==> config.mk <==
export PLATFORM = sky130hd
export DESIGN_NAME = apb_master
export DESIGN_NICKNAME = d
export VERILOG_FILES = /design/src/rtl/apb_pkg.sv /design/src/rtl/apb_wait_timer.sv /design/src/rtl/apb_master.sv
export SDC_FILE = /design/constraint.sdc
export NUM_CORES = 1
export LEC_CHECK = 0
export BUFFER_PORTS_ARGS = -buffer_cell sky130_fd_sc_hd__buf_2
export CAP_MARGIN = 20
export CORE_MARGIN = 10
export CORE_UTILIZATION = 35
export CTS_CLUSTER_SIZE = 40
export DETAILED_ROUTE_END_ITERATION = 10
export GPL_TIMING_DRIVEN = 0
export SETUP_SLACK_MARGIN = 0.4
export SYNTH_ARGS = -nofsm -noshare
export SYNTH_HDL_FRONTEND = slang
export SYNTH_SLANG_ARGS = --single-unit
==> constraint.sdc <==
create_clock -name PCLK -period 1.75 [get_ports PCLK]
set_clock_uncertainty 0.15 [all_clocks]
set_input_delay 0.175 -clock PCLK [delete_from_list [all_inputs] [get_ports PCLK]]
set_output_delay 0.175 -clock PCLK [all_outputs]
set_load 0.03 [all_outputs]
==> src/rtl/apb_pkg.sv <==
`default_nettype none
// +-----------------------------------------------------------------------+
// | apb_pkg                                                               |
// | Shared APB widths, slave-select bit and requester state encoding.     |
// | Revision: 1.0                                                         |
// +-----------------------------------------------------------------------+
package apb_pkg;

  localparam int APB_ADDR_W  = 7;
  localparam int APB_DATA_W  = 8;
  localparam int APB_SEL_BIT = 6;

  typedef enum logic [1:0] {
    IDLE   = 2'd0,
    SETUP  = 2'd1,
    ACCESS = 2'd2
  } apb_state_t;

endpackage
`default_nettype wire

==> src/rtl/apb_wait_timer.sv <==
`default_nettype none
// +-----------------------------------------------------------------------+
// | apb_wait_timer                                                        |
// | Counts consecutive PREADY-low ACCESS cycles and flags an abort on the |
// | TIMEOUT_CYCLES-th one.                                                |
// | Revision: 1.0                                                         |
// +-----------------------------------------------------------------------+
module apb_wait_timer #(
  parameter int TIMEOUT_CYCLES = 15
) (
  input  logic clk,
  input  logic rst_n,
  input  logic i_clear,
  input  logic i_access,
  input  logic i_pready,
  output logic o_abort
);

  localparam int                CNT_W  = $clog2(TIMEOUT_CYCLES + 1);
  localparam logic [CNT_W-1:0]  c_LAST = CNT_W'(TIMEOUT_CYCLES - 1);

  logic [CNT_W-1:0] r_cnt;
  logic             w_stall;

  assign w_stall = i_access & ~i_pready;
  // Abort is decided on the edge that would otherwise be the next stall.
  assign o_abort = w_stall & (r_cnt == c_LAST);

  always_ff @(posedge clk or negedge rst_n) begin
    if (!rst_n) begin
      r_cnt <= '0;
    end else if (i_clear) begin
      r_cnt <= '0;
    end else if (w_stall && !o_abort) begin
      r_cnt <= r_cnt + CNT_W'(1);
    end
  end

endmodule
`default_nettype wire

==> src/rtl/apb_master.sv <==
`default_nettype none
// +-----------------------------------------------------------------------+
// | apb_master                                                            |
// | valid/ready command to APB requester for two slaves (PADDR[6] select).|
// | Optional stall abort: define APB_MASTER_TIMEOUT_EN.                   |
// | Revision: 1.0                                                         |
// +-----------------------------------------------------------------------+
module apb_master
  import apb_pkg::*;
#(
  parameter int TIMEOUT_CYCLES = 15
) (
  input  logic                  PCLK,
  input  logic                  PRESET,
  input  logic                  req_valid,
  output logic                  req_ready,
  input  logic                  req_write,
  input  logic [APB_ADDR_W-1:0] req_addr,
  input  logic [APB_DATA_W-1:0] req_wdata,
  output logic                  rsp_valid,
  output logic [APB_DATA_W-1:0] rsp_rdata,
  output logic                  rsp_err,
  output logic                  PSELECT1,
  output logic                  PSELECT2,
  output logic                  PENABLE,
  output logic                  PWRITE,
  output logic [APB_ADDR_W-1:0] PADDR,
  output logic [APB_DATA_W-1:0] PWDATA,
  input  logic [APB_DATA_W-1:0] PRDATA,
  input  logic                  PREADY,
  input  logic                  PSLVERR
);

  apb_state_t            r_state;
  logic                  r_psel1;
  logic                  r_psel2;
  logic                  r_penable;
  logic                  r_pwrite;
  logic [APB_ADDR_W-1:0] r_paddr;
  logic [APB_DATA_W-1:0] r_pwdata;
  logic                  r_rsp_valid;
  logic [APB_DATA_W-1:0] r_rsp_rdata;
  logic                  r_rsp_err;
  logic                  w_abort;

`ifdef APB_MASTER_TIMEOUT_EN
  apb_wait_timer #(
    .TIMEOUT_CYCLES (TIMEOUT_CYCLES)
  ) u_wait_timer (
    .clk      (PCLK),
    .rst_n    (PRESET),
    .i_clear  (r_state == SETUP),
    .i_access (r_state == ACCESS),
    .i_pready (PREADY),
    .o_abort  (w_abort)
  );
`else
  logic w_unused_timeout;
  assign w_unused_timeout = TIMEOUT_CYCLES[0];
  assign w_abort          = 1'b0;
`endif

  always_ff @(posedge PCLK or negedge PRESET) begin
    if (!PRESET) begin
      r_state     <= IDLE;
      r_psel1     <= 1'b0;
      r_psel2     <= 1'b0;
      r_penable   <= 1'b0;
      r_pwrite    <= 1'b0;
      r_paddr     <= '0;
      r_pwdata    <= '0;
      r_rsp_valid <= 1'b0;
      r_rsp_rdata <= '0;
      r_rsp_err   <= 1'b0;
    end else begin
      r_rsp_valid <= 1'b0;
      case (r_state)
        IDLE: begin
          if (req_valid) begin
            r_pwrite  <= req_write;
            r_paddr   <= req_addr;
            r_pwdata  <= req_wdata;
            r_psel1   <= ~req_addr[APB_SEL_BIT];
            r_psel2   <= req_addr[APB_SEL_BIT];
            r_penable <= 1'b0;
            r_state   <= SETUP;
          end
        end
        SETUP: begin
          r_penable <= 1'b1;
          r_state   <= ACCESS;
        end
        ACCESS: begin
          // A completing PREADY takes priority over a same-edge abort.
          if (PREADY) begin
            r_psel1     <= 1'b0;
            r_psel2     <= 1'b0;
            r_penable   <= 1'b0;
            r_rsp_valid <= 1'b1;
            r_rsp_err   <= PSLVERR;
            r_rsp_rdata <= r_pwrite ? '0 : PRDATA;
            r_state     <= IDLE;
          end else if (w_abort) begin
            r_psel1     <= 1'b0;
            r_psel2     <= 1'b0;
            r_penable   <= 1'b0;
            r_rsp_valid <= 1'b1;
            r_rsp_err   <= 1'b1;
            r_rsp_rdata <= '0;
            r_state     <= IDLE;
          end
        end
        default: begin
          r_psel1   <= 1'b0;
          r_psel2   <= 1'b0;
          r_penable <= 1'b0;
          r_state   <= IDLE;
        end
      endcase
    end
  end

  assign req_ready = (r_state == IDLE);
  assign rsp_valid = r_rsp_valid;
  assign rsp_rdata = r_rsp_rdata;
  assign rsp_err   = r_rsp_err;
  assign PSELECT1  = r_psel1;
  assign PSELECT2  = r_psel2;
  assign PENABLE   = r_penable;
  assign PWRITE    = r_pwrite;
  assign PADDR     = r_paddr;
  assign PWDATA    = r_pwdata;

endmodule
`default_nettype wire

==> metrics.txt <==
core region area=3310 µm²; most common cell in the netlist=dfrtp_1; clk buf depth=2; VDD IR-drop max=0.00103 V; Post-DRT Antenna Nets=0; Hold Fails Final Rpt=0; Compound-Gate Fraction of Synth Area=0.0633; Rel. slew slack=0.543; Area Overhead vs Synth=82.4%; XOR/XNOR Fraction of Synth Area=0; RSZ-0062 raised after global routing=true; CTS tree=built; Leak=0.00109 µW; Root Buffer Master=clkbuf_4; post-DR vias/cell=4.51; WHS=between 0.03 and 0.04 ns; Worst EP required=about 1.8 ns; ys flop type=dfrtp_1; fmax=0.628 GHz; Num Clock Sinks=30; pwr/cell area=1830 nW/µm²; die area=6120 µm²; worst slew pin tran=slightly below 0.7 ns; Commonest cells post-synth=dfrtp_1, mux2_2, o21ai_0, nand2_1, nand2b_1; MaxCap Viol Count=0; Setup crit start kind=flip-flop; total CTS buffers=5; post-synth cell types=19; Synth async-reset ratio=1.00; simple logic cell fraction of the synthesized area=0.104; Arr. time, crit path=1.66 ns; Synth area leaders=dfrtp_1, mux2_2, nand2b_1; # port buffers=58; r2r setup slk=0.16 ns; mux cell area share after synthesis=0.161; Worst Setup End Kind=flip-flop; nets=around 220; crit path time final=1.59 ns; initial core utilization=0.358; Avg Inst Size Synth=13.3 µm²; final global-route overflow total=0; Die Y=78.2 µm; sequential-to-total area share from yosys stat=0.633; synthesized cell area=~1200 µm²; Hold Crit Class=in2reg; initial antenna violation count=0; worst r2r src=PENABLE; yosys warns=0; Placed Cells incl. Taps=around 190; Filler cells=274; CP max FO=5; H-tree levels=2; DP Wirelength=2220 µm; hold depth=3; Seq cells post-synth=30; vias in the first global route=1,209; period utilization=0.909; largest net degree at the start of global routing=31; Final Cell Area=approximately 2200 µm²; die width=78.2 µm; setup violators final=0; proportion of layout cells with a drive suffix above 1=0.593; initial drt markers=27; Post-Route WL=3660 µm; clock latency on the worst-skew pair=about 0.33 ns; DRT Pass-1 Iters=4; worst flop-to-flop path endpoint=PADDR[0]; status=finished clean; setup tns final=0 ns; Placement Rows=21; total track usage=0.122; Post-synth EDFFs=0; Post-Synth Adder-Cell Area=0; via count=between 1,000 and 1,500; Remaining DRCs=0; Hold Path End=PSELECT1; HP Start=req_valid; Placed Area=1590 µm²; Synth area leader=dfrtp_1; syn_nets=118; n_diodes=0; Top Ports=about 60; Placer Congestion=0.686; largest family of logic cells by synthesized area=multiplexers; wire per inst=15.2 µm; critical path type=reg2reg; Synth top area share=0.633; Post-Syn Instances=89; Clock Pin Slew Worst Setup and Hold Paths=0.09 ns; Final Instance Count excl. Fillers=240; first-pass GRT wire length=5920 µm; Final Max Tran Viols=0; R2R cell count=6
worst max path at each step:
stage               startpoint        end  slack, ns  cells after the start
floorplan              PENABLE   PADDR[0]      -0.07                      6
detailed placement     PENABLE  PWDATA[6]       0.11                      6
CTS                    PENABLE  PWDATA[6]       0.18                      6
global route           PENABLE   PADDR[0]       0.11                      6
global placement       PENABLE   PADDR[3]       0.14                      6
finish                 PENABLE   PADDR[0]       0.16                      6
cells by family after synthesis:
family,Yosys count
multiplexers,17
flip-flops,30
buffers and inverters,7
AND/OR/NAND/NOR,22
AO/OA/AOI/OAI,13
routing by layer:
layer / up-vias / track usage / share of wire
met5: - / 0 / 0
met4: 0 / 0.0538 / 0.014
met3: 6 / 0.0581 / 0.084
met2: 47 / 0.206 / 0.50
met1: 515 / 0.126 / 0.40
li1: 514 / - / -
registers in the layout (all words and copies together) (netlist names):
signal / cells
PWDATA: 8
r_state: 1
PADDR: 7
rsp_err: 1
PWRITE: 1
PENABLE: 1
PSELECT2: 1
PSELECT1: 1
rsp_rdata: 8
rsp_valid: 1
worst max-delay path: stages (launching register included):
cell and delay [ns]:
dfrtp_2 0.42, buf_6 0.13, nor2_4 0.08, and2_4 0.15, buf_8 0.13, clkbuf_16 0.15, mux2_4 0.29
per-stage QoR:
step	setup slack (ns)	total power, µW	utilization
6_report	0.159	3970	0.653
5_1_grt	0.114	4210	0.653
4_1_cts	0.178	3850	0.628
3_5_place_dp	0.115	3030	0.481
3_3_place_gp	0.143	3000	0.481
2_1_floorplan	-0.0703	2510	-
power breakdown:
| part | internal, µW | total [µW] | switching, µW |
|---|---|---|---|
| logic | 1080 | 2310 | 1230 |
| registers | 1020 | 1230 | 213 |
| clock network | 194 | 428 | 233 |
final cells by class:
class	instances	area, µm²	share of cell area
repair buffers	97	719	0.333
clock buffers	7	55.1	0.0254
flip-flops and latches	30	753	0.348
well taps	46	57.6	0.0266
inverters	3	11.3	0.00521
plain buffers	4	60.1	0.0278
multi-input cells	52	502	0.232
clock inverters	1	5.00	0.00231
cell usage in the layout, fill, tap and decap left out, drive strengths merged:
cell         instances
mux2                17
a21oi                1
and4                 1
a31oi                1
nand3b               1
and2                 1
clkinv               1
o21ai                9
inv                  3
buf                 70
dlygate4sd3         27
clkbuf              11
nand2                8
nand3                1
nor3b                1
dfrtp               30
nand2b               8
a221o                1
o2bb2ai              1
nor2                 1
what timing repair did:
item | CTS | global route
hold endpoints to repair | 57 | 0
setup endpoints to repair | 29 | 30
cloned | 1 | 1
pin swaps | 3 | 8
setup buffers | 8 | 2
hold buffers | 27 | 0
gates resized for setup | 20 | 12
Power figures use the tool's default switching activity.
